--- src/rtl/alu_seq_pkg.sv ---
// Shared definitions for the ALU sequencing controller.
//   - ALU select codes driven on alu_s
//   - FSM state encoding of the sequencer
//   - command record layout stored in the command queue (19 bits)
package alu_seq_pkg;

    localparam logic [1:0] OP_ADD  = 2'b00;
    localparam logic [1:0] OP_NOTB = 2'b01;
    localparam logic [1:0] OP_AND  = 2'b10;
    localparam logic [1:0] OP_OR   = 2'b11;

    localparam logic [1:0] ST_IDLE = 2'd0;
    localparam logic [1:0] ST_EXEC = 2'd1;
    localparam logic [1:0] ST_RESP = 2'd2;

    localparam int CMD_W = 19;

    typedef struct packed {
        logic [1:0] op;
        logic       src;
        logic [7:0] a;
        logic [7:0] b;
    } cmd_t;

endpackage

--- src/rtl/alu_seq_ctrl_if.sv ---
// Bus bundle of the ALU sequencing controller.
//   command side : cmd_valid/cmd_ready, cmd_op, cmd_src, cmd_a, cmd_b
//   ALU side     : alu_a, alu_b, alu_s out; alu_f, alu_ovf back
//   result side  : res_valid/res_ready, res_data, res_ovf
//   status       : acc, ovf_sticky, ovf_clr
// slave  = the controller, master = whoever drives commands and hosts the ALU.
interface alu_seq_ctrl_if;

    logic       cmd_valid;
    logic       cmd_ready;
    logic [1:0] cmd_op;
    logic       cmd_src;
    logic [7:0] cmd_a;
    logic [7:0] cmd_b;
    logic [7:0] alu_a;
    logic [7:0] alu_b;
    logic [1:0] alu_s;
    logic [7:0] alu_f;
    logic       alu_ovf;
    logic       res_valid;
    logic       res_ready;
    logic [7:0] res_data;
    logic       res_ovf;
    logic [7:0] acc;
    logic       ovf_sticky;
    logic       ovf_clr;

    modport slave (
        input  cmd_valid, cmd_op, cmd_src, cmd_a, cmd_b,
        input  alu_f, alu_ovf, res_ready, ovf_clr,
        output cmd_ready, alu_a, alu_b, alu_s,
        output res_valid, res_data, res_ovf, acc, ovf_sticky
    );

    modport master (
        output cmd_valid, cmd_op, cmd_src, cmd_a, cmd_b,
        output alu_f, alu_ovf, res_ready, ovf_clr,
        input  cmd_ready, alu_a, alu_b, alu_s,
        input  res_valid, res_data, res_ovf, acc, ovf_sticky
    );

endinterface

--- src/rtl/alu_cmd_fifo.sv ---
// Synchronous command queue, DEPTH entries of cmd_t (power of two, min 2).
//   clk, rst  : clock, synchronous active-high reset (empties the queue)
//   i_push    : write i_data (ignored when full)
//   i_pop     : drop the head entry (ignored when empty)
//   o_data    : head entry
//   o_full, o_empty, o_count : occupancy, count range 0..DEPTH
module alu_cmd_fifo
    import alu_seq_pkg::*;
#(
    parameter int DEPTH = 4
) (
    input  logic                     clk,
    input  logic                     rst,
    input  logic                     i_push,
    input  cmd_t                     i_data,
    input  logic                     i_pop,
    output cmd_t                     o_data,
    output logic                     o_full,
    output logic                     o_empty,
    output logic [$clog2(DEPTH):0]   o_count
);

    localparam int AW = $clog2(DEPTH);

    cmd_t            r_mem [DEPTH];
    logic [AW-1:0]   r_wr_ptr;
    logic [AW-1:0]   r_rd_ptr;
    logic [AW:0]     r_count;
    logic            w_push;
    logic            w_pop;

    assign o_full  = (r_count == (AW+1)'(DEPTH));
    assign o_empty = (r_count == '0);
    assign o_count = r_count;
    assign o_data  = r_mem[r_rd_ptr];

    assign w_push = i_push && !o_full;
    assign w_pop  = i_pop && !o_empty;

    // Pointers wrap naturally because DEPTH is a power of two.
    always_ff @(posedge clk) begin
        if (rst) begin
            r_wr_ptr <= '0;
            r_rd_ptr <= '0;
            r_count  <= '0;
        end else begin
            if (w_push) r_wr_ptr <= r_wr_ptr + 1'b1;
            if (w_pop)  r_rd_ptr <= r_rd_ptr + 1'b1;
            case ({w_push, w_pop})
                2'b10:   r_count <= r_count + 1'b1;
                2'b01:   r_count <= r_count - 1'b1;
                default: r_count <= r_count;
            endcase
        end
    end

    always_ff @(posedge clk) begin
        if (w_push) r_mem[r_wr_ptr] <= i_data;
    end

endmodule

--- src/rtl/alu_seq_ctrl.sv ---
// Sequencer that feeds queued commands one at a time to an external 8-bit ALU
// and holds each result until it is consumed.
//   clk, rst : clock, synchronous active-high reset
//   bus      : alu_seq_ctrl_if.slave (command, ALU, result and status signals)
//
// state | meaning
// IDLE  | waiting for a queued command; pops head and registers ALU operands
// EXEC  | ALU operands stable; result sampled on the edge leaving EXEC
// RESP  | result held on res_data/res_ovf until res_ready
module alu_seq_ctrl
    import alu_seq_pkg::*;
#(
    parameter int FIFO_DEPTH = 4
) (
    input  logic           clk,
    input  logic           rst,
    alu_seq_ctrl_if.slave  bus
);

    localparam int CW = $clog2(FIFO_DEPTH) + 1;

    cmd_t            w_push_cmd;
    cmd_t            w_head;
    logic            w_full;
    logic            w_empty;
    logic [CW-1:0]   w_count;
    logic            w_pop;
    logic            w_capture_ovf;

    logic [1:0]      r_state;
    logic [7:0]      r_alu_a;
    logic [7:0]      r_alu_b;
    logic [1:0]      r_alu_s;
    logic [7:0]      r_res_data;
    logic            r_res_ovf;
    logic [7:0]      r_acc;
    logic            r_ovf_sticky;

    assign w_push_cmd = '{op: bus.cmd_op, src: bus.cmd_src, a: bus.cmd_a, b: bus.cmd_b};
    assign w_pop      = (r_state == ST_IDLE) && !w_empty;

    alu_cmd_fifo #(
        .DEPTH   (FIFO_DEPTH)
    ) u_fifo (
        .clk     (clk),
        .rst     (rst),
        .i_push  (bus.cmd_valid),
        .i_data  (w_push_cmd),
        .i_pop   (w_pop),
        .o_data  (w_head),
        .o_full  (w_full),
        .o_empty (w_empty),
        .o_count (w_count)
    );

    // Count is registered, so a pop while full only frees a slot next cycle.
    assign bus.cmd_ready = !w_full && (w_count < CW'(FIFO_DEPTH));

    // Overflow only means something for the add select.
    assign w_capture_ovf = (r_state == ST_EXEC) && (r_alu_s == OP_ADD) && bus.alu_ovf;

    always_ff @(posedge clk) begin
        if (rst) begin
            r_state      <= ST_IDLE;
            r_alu_a      <= '0;
            r_alu_b      <= '0;
            r_alu_s      <= OP_ADD;
            r_res_data   <= '0;
            r_res_ovf    <= 1'b0;
            r_acc        <= '0;
            r_ovf_sticky <= 1'b0;
        end else begin
            case (r_state)
                ST_IDLE: begin
                    if (!w_empty) begin
                        r_alu_a <= w_head.src ? w_head.a : r_acc;
                        r_alu_b <= w_head.b;
                        r_alu_s <= w_head.op;
                        r_state <= ST_EXEC;
                    end
                end
                ST_EXEC: begin
                    r_res_data <= bus.alu_f;
                    r_acc      <= bus.alu_f;
                    r_res_ovf  <= w_capture_ovf;
                    r_state    <= ST_RESP;
                end
                ST_RESP: begin
                    if (bus.res_ready) r_state <= ST_IDLE;
                end
                default: r_state <= ST_IDLE;
            endcase

            // Set wins over a same-edge clear.
            if (w_capture_ovf)    r_ovf_sticky <= 1'b1;
            else if (bus.ovf_clr) r_ovf_sticky <= 1'b0;
        end
    end

    assign bus.alu_a      = r_alu_a;
    assign bus.alu_b      = r_alu_b;
    assign bus.alu_s      = r_alu_s;
    assign bus.res_valid  = (r_state == ST_RESP);
    assign bus.res_data   = r_res_data;
    assign bus.res_ovf    = r_res_ovf;
    assign bus.acc        = r_acc;
    assign bus.ovf_sticky = r_ovf_sticky;

endmodule

--- src/flat_wrapper.sv ---
// flat-port wrapper written by rule: the top's interface ports become plain ports
module alu_seq_ctrl_flat import alu_seq_pkg::*;
#(
    parameter int FIFO_DEPTH = 4
)
  (clk, rst, bus_cmd_valid, bus_cmd_op, bus_cmd_src, bus_cmd_a, bus_cmd_b, bus_alu_f, bus_alu_ovf, bus_res_ready, bus_ovf_clr, bus_cmd_ready, bus_alu_a, bus_alu_b, bus_alu_s, bus_res_valid, bus_res_data, bus_res_ovf, bus_acc, bus_ovf_sticky);
  alu_seq_ctrl_if bus_i ();
  input  logic clk;
  input  logic rst;
  input wire logic [$bits(bus_i.cmd_valid)-1:0] bus_cmd_valid;
  input wire logic [$bits(bus_i.cmd_op)-1:0] bus_cmd_op;
  input wire logic [$bits(bus_i.cmd_src)-1:0] bus_cmd_src;
  input wire logic [$bits(bus_i.cmd_a)-1:0] bus_cmd_a;
  input wire logic [$bits(bus_i.cmd_b)-1:0] bus_cmd_b;
  input wire logic [$bits(bus_i.alu_f)-1:0] bus_alu_f;
  input wire logic [$bits(bus_i.alu_ovf)-1:0] bus_alu_ovf;
  input wire logic [$bits(bus_i.res_ready)-1:0] bus_res_ready;
  input wire logic [$bits(bus_i.ovf_clr)-1:0] bus_ovf_clr;
  output wire logic [$bits(bus_i.cmd_ready)-1:0] bus_cmd_ready;
  output wire logic [$bits(bus_i.alu_a)-1:0] bus_alu_a;
  output wire logic [$bits(bus_i.alu_b)-1:0] bus_alu_b;
  output wire logic [$bits(bus_i.alu_s)-1:0] bus_alu_s;
  output wire logic [$bits(bus_i.res_valid)-1:0] bus_res_valid;
  output wire logic [$bits(bus_i.res_data)-1:0] bus_res_data;
  output wire logic [$bits(bus_i.res_ovf)-1:0] bus_res_ovf;
  output wire logic [$bits(bus_i.acc)-1:0] bus_acc;
  output wire logic [$bits(bus_i.ovf_sticky)-1:0] bus_ovf_sticky;
  assign bus_i.cmd_valid = bus_cmd_valid;
  assign bus_i.cmd_op = bus_cmd_op;
  assign bus_i.cmd_src = bus_cmd_src;
  assign bus_i.cmd_a = bus_cmd_a;
  assign bus_i.cmd_b = bus_cmd_b;
  assign bus_i.alu_f = bus_alu_f;
  assign bus_i.alu_ovf = bus_alu_ovf;
  assign bus_i.res_ready = bus_res_ready;
  assign bus_i.ovf_clr = bus_ovf_clr;
  assign bus_cmd_ready = bus_i.cmd_ready;
  assign bus_alu_a = bus_i.alu_a;
  assign bus_alu_b = bus_i.alu_b;
  assign bus_alu_s = bus_i.alu_s;
  assign bus_res_valid = bus_i.res_valid;
  assign bus_res_data = bus_i.res_data;
  assign bus_res_ovf = bus_i.res_ovf;
  assign bus_acc = bus_i.acc;
  assign bus_ovf_sticky = bus_i.ovf_sticky;
  alu_seq_ctrl #(.FIFO_DEPTH(FIFO_DEPTH)) u_core (.clk(clk), .rst(rst), .bus(bus_i));
endmodule
--- config.mk ---
export PLATFORM = sky130hd
export DESIGN_NAME = alu_seq_ctrl_flat
export DESIGN_NICKNAME = d
export VERILOG_FILES = /design/src/rtl/alu_seq_pkg.sv /design/src/rtl/alu_seq_ctrl_if.sv /design/src/rtl/alu_cmd_fifo.sv /design/src/rtl/alu_seq_ctrl.sv /design/src/flat_wrapper.sv
export SDC_FILE = /design/constraint.sdc
export NUM_CORES = 1
export LEC_CHECK = 0
export CAP_MARGIN = 15
export CORE_MARGIN = 2
export CORE_UTILIZATION = 48
export CTS_CLUSTER_SIZE = 14
export DETAILED_ROUTE_END_ITERATION = 8
export GPL_TIMING_DRIVEN = 0
export HOLD_SLACK_MARGIN = 0.1
export MAX_ROUTING_LAYER = met4
export PLACE_DENSITY = 0.78
export SLEW_MARGIN = 20
export SYNTH_ARGS = -nofsm -noshare
export SYNTH_HDL_FRONTEND = slang
export SYNTH_HIERARCHICAL = 1
export SYNTH_SLANG_ARGS = --single-unit
--- constraint.sdc ---
create_clock -name clk -period 2.2 [get_ports clk]
set_input_delay 0.44 -clock clk [delete_from_list [all_inputs] [get_ports clk]]
set_output_delay 0.44 -clock clk [all_outputs]
set_load 0.05 [all_outputs]
==> run metrics, run 1 <==
nets@finish approximately 420; die height roughly 100 um; Worst path depth 11; Worst Tran Pin Value between 0.5 and 0.6 ns; routed wire length 8731 um; Slew HR between 60% and 70%; drt wl/cell 17.25 um; GRT Overall Usage between 10% and 20%; I/O pin count 71; root buf cell clkbuf_8; Setup WS post-layout -0.02736 ns; Int Pwr 5447 uW; Num CTS Buffers 17; number of cells on the worst hold path 2; Synth cell types 36; clk_lat worst skew 0.51 ns; #FFs+latches synth between 100 and 150; syn nets about 330; detailed placement HPWL between 5000 and 6000 um; sw frac ~35%; Max clock buf depth 2; Hold Startpoint rst; Final Hold Violating Endpoints 0; Core ar. 9153 um^2; crit path buf inv count 3; Startpoint Class register; Primary FF master, synth edfxtp_1; Critical R2R Launch u_core/u_fifo/o_count[1]; Hold Path Sink u_core/u_fifo/o_count[0]; Tightest Hold Check Type in2reg; Mapped Area about 4500 um^2; Setup CP Type reg2reg; Period minus WS final 2.227 ns; Setup violations, final 1; most used cell, CP inv_1; sequential share of the synthesized area 68.57%; layout cells sized above 1 between 10% and 20%; crit path cell chain nor3_2 > or3_4 > inv_8 > o31ai_2 > inv_1 > ha_2 > inv_1 > fa_2 > xor2_1 > or3_1 > a21oi_2; Via density 5.219; Detailed Route Iter0 Violations 181; worst reg2reg endpoint u_core/u_fifo/o_count[2]; Post-DRT Antenna Nets 0; vias in the first global route roughly 2700; via count ~2600; Syn. warnings 6; Overflow after GRT 0; Pins Over Slew Limit 0; Crit path largest cell delay 0.37 ns; worst slack, placed -0.3518 ns; Max-Cap Viols 0; CTS tree yes; skew final 0.005436 ns; Slowest-stage cell, CP dfxtp_4; Initial Util between 40% and 50%; Pleak ~0.0023 uW; CP Data Required Time around 2.6 ns; pwr dens 1428 nW/um^2; Psw about 3000 uW; clock network power share 30.6%; R2R Setup Slk -0.03 ns; gp weighted congestion 0.7157; DIE WIDTH approximately 100 um; Final period util 101.2%; CP Max Fanout 5; filler cell count about 650; CP endpoint kind register; Max Clk Rate approximately 0.45 GHz; first-pass GRT wire length between 10000 and 15000 um; RSZ-0062 raised after global routing true; Port Buf Inserts 69; total power 8445 uW; iteration count of the initial detailed-routing pass 4; clk slew on worst S/H paths 0.06 ns; CTS H-tree depth 4; critical path arrival 2.66 ns; Avg Cell Area, Syn ~15 um^2; Cells after Synth around 300; Layout Area Growth over Synthesis 32.41%; largest delay contributor family on the critical path simple AND/OR/NAND/NOR gates; Comb pwr share between 30% and 40%; fraction of registers with async set/reset 0%; Inserted Diodes 0; Max VDD drop slightly below 800 uV; number of remaining DRC errors 0; total die area between 10000 and 15000 um^2; pin count of the biggest net entering global routing 20; FF-to-FF path depth 11; Sinks on Clock Net between 100 and 150; status complete, but fails checks; row count 35; failing checks setup timing; Post-synth EDFFs 76; initial antenna violation count 0; Reg power frac 34.3%
-- routing by layer --
layer	track usage [%]	vias to the layer above	wire (um)	share of wire, %
li1	-	1261	-	-
met1	20.57	1284	3497	40
met2	31.49	81	4636	53
met3	5.964	15	433	5.0
met4	8.957	0	163	1.9
met5	-	-	0	0
-- cell type report --
class,count,area (um^2),share of cell area [%]
clock inverter,15,158.9,2.687
tap,111,138.9,2.348
multi-input combinational,147,1230,20.80
buffer,21,147.6,2.496
timing repair buffer,71,709.4,11.99
sequential,115,3074,51.98
inverter,9,41.29,0.6981
clock buffer,17,414.1,7.002
-- sequential cells by signal, summed over array words and instances, names as in the netlist, named ones only --
name,cells
u_core/u_fifo/o_count,3
u_core/bus.alu_a,8
u_core/bus.alu_b,8
u_core/bus.alu_s,2
u_core/u_fifo/r_rd_ptr,2
u_core/bus.res_ovf,1
u_core/bus.acc,8
u_core/bus.ovf_sticky,1
u_core/u_fifo/r_mem,76
u_core/r_state,2
u_core/u_fifo/r_wr_ptr,2
-- how the worst max path moves through the flow --
stage | startpoint | end | slack [ns]
global route | u_core/u_fifo/o_count[1] | u_core/u_fifo/o_count[2] | -0.10
detailed placement | bus_cmd_valid | u_core/u_fifo/r_mem[1][14] | -0.35
floorplan | u_core/u_fifo/o_count[0] | u_core/u_fifo/o_count[2] | -0.13
finish | u_core/u_fifo/o_count[1] | u_core/u_fifo/o_count[2] | -0.03
global placement | bus_cmd_valid | u_core/u_fifo/r_mem[1][14] | -0.31
CTS | u_core/u_fifo/o_count[0] | u_core/u_fifo/o_count[2] | -0.03
-- layout by cell type, fill, tap and decap left out, types with 5 or more instances in the layout --
cell,n
a211oi_1,7
mux2i_1,9
dlygate4sd2_1,9
a21oi_1,24
nor2_1,16
edfxtp_1,76
mux4_2,10
mux4_1,9
clkdlybuf4s50_1,51
dfxtp_1,36
clkinv_4,5
inv_1,8
clkbuf_16,16
dlymetal6s2s_1,8
nand2_1,38
clkbuf_1,6
buf_4,10
-- stage by stage --
step	hold slack (ns)	instance area (um^2)	utilization (%)	TNS [ns]	instances
after CTS	0.2727	5882	64.27	-0.03098	505
final	0.3092	5914	64.62	-0.02736	506
after detailed placement	0.4511	5320	58.13	-24.70	473
after global placement	0.4433	5320	58.13	-23.28	473
after global routing	0.3053	5914	64.62	-0.1041	506
after floorplan	0.4591	4491	-	-0.1315	293
-- kinds of logic after synthesis --
family / Yosys count / share of synthesized area, %
AOI/OAI and AO/OA: 37 / 4.762
xor gates and xnor gates: 3 / 0.5883
adders and majority gates: 6 / 1.849
buffers and inverters: 31 / 4.426
DFF: 115 / 68.57
muxes: 28 / 12.35
and+or+nand+nor: 73 / 7.451
-- cells in the mapped netlist (4+ instances only) --
library cell | n | area share (%)
edfxtp_1 | 76 | 51
dfxtp_1 | 39 | 17
nand2_1 | 38 | 3.2
a21oi_1 | 25 | 2.8
nor2_1 | 16 | 1.3
mux4_2 | 10 | 5.0
mux2i_1 | 9 | 2.0
mux4_1 | 9 | 5.3
buf_4 | 8 | 1.3
inv_1 | 8 | 0.67
a211oi_1 | 7 | 1.2
clkbuf_1 | 6 | 0.50
ha_1 | 5 | 1.4
and2_1 | 4 | 0.56
nand2b_1 | 4 | 0.56
-- what timing repair did --
action,CTS,global route
setup endpoints to repair,12,72
pin swaps,1,0
buffers inserted,1,1
hold buffers,0,0
resized for setup,12,15
-- power by group through the flow --
stage	Sequential, uW	Clock [uW]	Combinational (uW)
after floorplan	3450	0	1600
after global placement	2920	0	2930
after detailed placement	2940	0	2970
after CTS	2910	2640	2970
after global routing	2930	2730	3140
final	2890	2580	2970
Power figures use the tool's default switching activity.
==> inputs of run 2 (changes only) <==
--- a/config.mk
+++ b/config.mk
@@ -6,14 +6,16 @@
 export NUM_CORES = 1
 export LEC_CHECK = 0
 export CAP_MARGIN = 15
+export CELL_PAD_IN_SITES_DETAIL_PLACEMENT = 1
+export CELL_PAD_IN_SITES_GLOBAL_PLACEMENT = 2
 export CORE_MARGIN = 2
-export CORE_UTILIZATION = 48
+export CORE_UTILIZATION = 34
 export CTS_CLUSTER_SIZE = 14
 export DETAILED_ROUTE_END_ITERATION = 8
 export GPL_TIMING_DRIVEN = 0
 export HOLD_SLACK_MARGIN = 0.1
 export MAX_ROUTING_LAYER = met4
-export PLACE_DENSITY = 0.78
+export PLACE_DENSITY = 0.77
 export SLEW_MARGIN = 20
 export SYNTH_ARGS = -nofsm -noshare
 export SYNTH_HDL_FRONTEND = slang
==> run 2 against run 1 <==
Net effect:
- the flow still finishes with violations (setup timing)
- sequential power about the same
- clock skew up 0.0021 ns
- critical path type unchanged
- largest cell class unchanged
- via count down 0.38%
- highest routed layer unchanged
- sequential share of layout area down 0.90 points
- critical path depth unchanged
- setup slack worse by 0.051 ns
- largest power group unchanged
==> run metrics, run 2 (synthesis gave the netlist of run 1 again) <==
status complete, but fails checks; failing checks setup timing; commonest non-fill, non-tap cell in the layout edfxtp_1; filler cell count 1309; via count 2631; gp weighted congestion 0.7409; RSZ-0062 raised after global routing true; skew final around 0.0075 ns; Port Buf Inserts 69; I/O pin count a little over 70; busiest layer in global routing met2; CP endpoint kind register; Int Pwr around 5700 uW; DIE WIDTH 118.6 um; Crit path largest cell delay about 0.38 ns; worst slack, placed -0.4637 ns; die height between 100 and 150 um; Reg power frac 33.4%; Slew HR around three fifths; CTS tree yes; Critical R2R Launch u_core/u_fifo/o_count[1]; Max clock buf depth 2; detailed placement HPWL between 6000 and 7000 um; drt wl/cell around 17 um; routed wire length between 9000 and 10000 um; Slowest-stage cell, CP dfxtp_4; clk_lat worst skew just over 0.4 ns; Pins Over Slew Limit 0; Overflow after GRT 0; sw frac around 34%; CTS H-tree depth 4; met1 Use GR 18.57%; most used cell, CP inv_1; Placed Instance Area about 5400 um^2; CP Max Fanout 5; worst reg2reg endpoint u_core/u_fifo/o_count[2]; fin area approximately 6000 um^2; Detailed Route Iter0 Violations 110; number of remaining DRC errors 0; clk slew on worst S/H paths 0.05 ns; Pleak between 0.002 and 0.0025 uW; Reg with most FFs u_core/u_fifo/r_mem; vias in the first global route approximately 2800; Max Clk Rate 0.4390 GHz; Psw ~3000 uW; Hold Path Sink u_core/u_fifo/o_count[0]; Setup CP Type reg2reg; nets@finish approximately 420; Hold Startpoint rst; root buf cell clkbuf_16; Period minus WS final 2.278 ns; GRT Overall Usage between 10% and 20%; GRT met3 Usage between 4 and 5%; critical path arrival approximately 2.6 ns; Initial Util 35.11%; crit path cell chain nor3_2 > or3_4 > inv_8 > o31ai_2 > inv_1 > ha_2 > inv_1 > fa_2 > xor2_1 > or3_1 > a21oi_1; Final Hold Violating Endpoints 0; commonest cells after routing, fill and taps aside edfxtp_1, clkdlybuf4s50_1, nand2_1, dfxtp_1, a21oi_1; layout cells sized above 1 approximately 17%; row count 41; CP Data Required Time between 2 and 3 ns; pwr dens about 1400 nW/um^2; Setup violations, final 1; routing usage on met2 a little under a quarter; Core ar. between 10000 and 15000 um^2; R2R Setup Slk -0.08 ns; number of cells on the worst hold path 2; Final period util 103.5%; FF-to-FF path depth 11; Inserted Diodes 0; first-pass GRT wire length roughly 15000 um; Post-DRT Antenna Nets 0; total die area ~14000 um^2; Setup WS post-layout -0.07800 ns; Layout Area Growth over Synthesis 34.73%; Worst Tran Pin Value 0.6146 ns; Tightest Hold Check Type in2reg; Sinks on Clock Net approximately 120; Via density around 4.6; Max VDD drop roughly 570 uV; Comb pwr share between 30 and 40%; initial antenna violation count 0; clock network power share about a third; iteration count of the initial detailed-routing pass 4; Max-Cap Viols 0; Startpoint Class register; max FFs per register between 70 and 80; pin count of the biggest net entering global routing 20; Num CTS Buffers 17
run 2: cell types whose count changed in the layout (fill, tap and decap cells not counted), sizes merged:
cell,previous run,this run
clkinvlp,2,1
dlygate4sd2,9,3
bufinv,2,4
dlymetal6s2s,8,5
inv,12,10
clkbuf,25,28
clkdlybuf4s50,51,61
clkinv,8,5
run 2: how the worst max path moves through the flow:
stage,start,slack (ns),end,depth (start not counted)
floorplan,u_core/u_fifo/o_count[0],-0.13,u_core/u_fifo/o_count[2],12
global placement,bus_cmd_valid,-0.37,u_core/u_fifo/r_mem[0][11],4
detailed placement,bus_cmd_valid,-0.46,u_core/u_fifo/r_mem[1][11],4
CTS,u_core/u_fifo/o_count[0],-0.07,u_core/u_fifo/o_count[2],11
global route,u_core/u_fifo/o_count[1],-0.18,u_core/u_fifo/o_count[2],11
finish,u_core/u_fifo/o_count[1],-0.08,u_core/u_fifo/o_count[2],11
run 2: timing repair:
action                                  in CTS  in global routing
gates resized for setup                      6                  8
hold buffers                                 0                  0
buffers inserted                             1                  1
pin swaps                                    1                  0
endpoints found under the setup margin      43                 45
run 2: area by class of cell:
cell class / count / area, um^2 / share of cell area [%]
sequential: 115 / 3074 / 51.08
multi-input combinational: 147 / 1226 / 20.37
timing repair buffer: 71 / 714.4 / 11.87
clock buffer: 21 / 440.4 / 7.318
tap: 172 / 215.2 / 3.576
clock inverter: 11 / 158.9 / 2.640
buffer: 21 / 147.6 / 2.453
inverter: 9 / 41.29 / 0.6861
run 2: worst max-delay path: cells and delay by family (launching register included):
| family | cells | cell delay [ns] |
|---|---|---|
| AOI/OAI and AO/OA | 2 | 0.21 |
| DFF | 1 | 0.38 |
| and+or+nand+nor | 3 | 0.75 |
| xor gates and xnor gates | 1 | 0.16 |
| buffers and inverters | 3 | 0.18 |
| adders and majority gates | 2 | 0.51 |
run 2: power groups by stage:
stage               logic [uW]  registers [uW]  clock network (uW)
global placement          2970            2930                   0
global route              3210            2950                2930
finish                    2990            2900                2790
floorplan                 1600            3450                   0
detailed placement        3010            2950                   0
CTS                       3010            2910                2850
run 2: metrics by stage:
stage | instances | setup TNS [ns] | total power (uW) | util, % | hold slack (ns)
2_1_floorplan | 293 | -0.1315 | 5049 | - | 0.4591
3_3_place_gp | 534 | -28.07 | 5898 | 42.42 | 0.4448
3_5_place_dp | 534 | -33.94 | 5963 | 42.42 | 0.4473
4_1_cts | 566 | -0.07243 | 8767 | 47.11 | 0.3767
5_1_grt | 567 | -0.1752 | 9094 | 47.31 | 0.4334
6_report | 567 | -0.07800 | 8683 | 47.31 | 0.3899
run 2: metal layers:
layer,vias up,part of all wire (%)
li1,1254,-
met1,1298,45
met2,62,49
met3,17,4.3
met4,0,1.9
met5,-,0
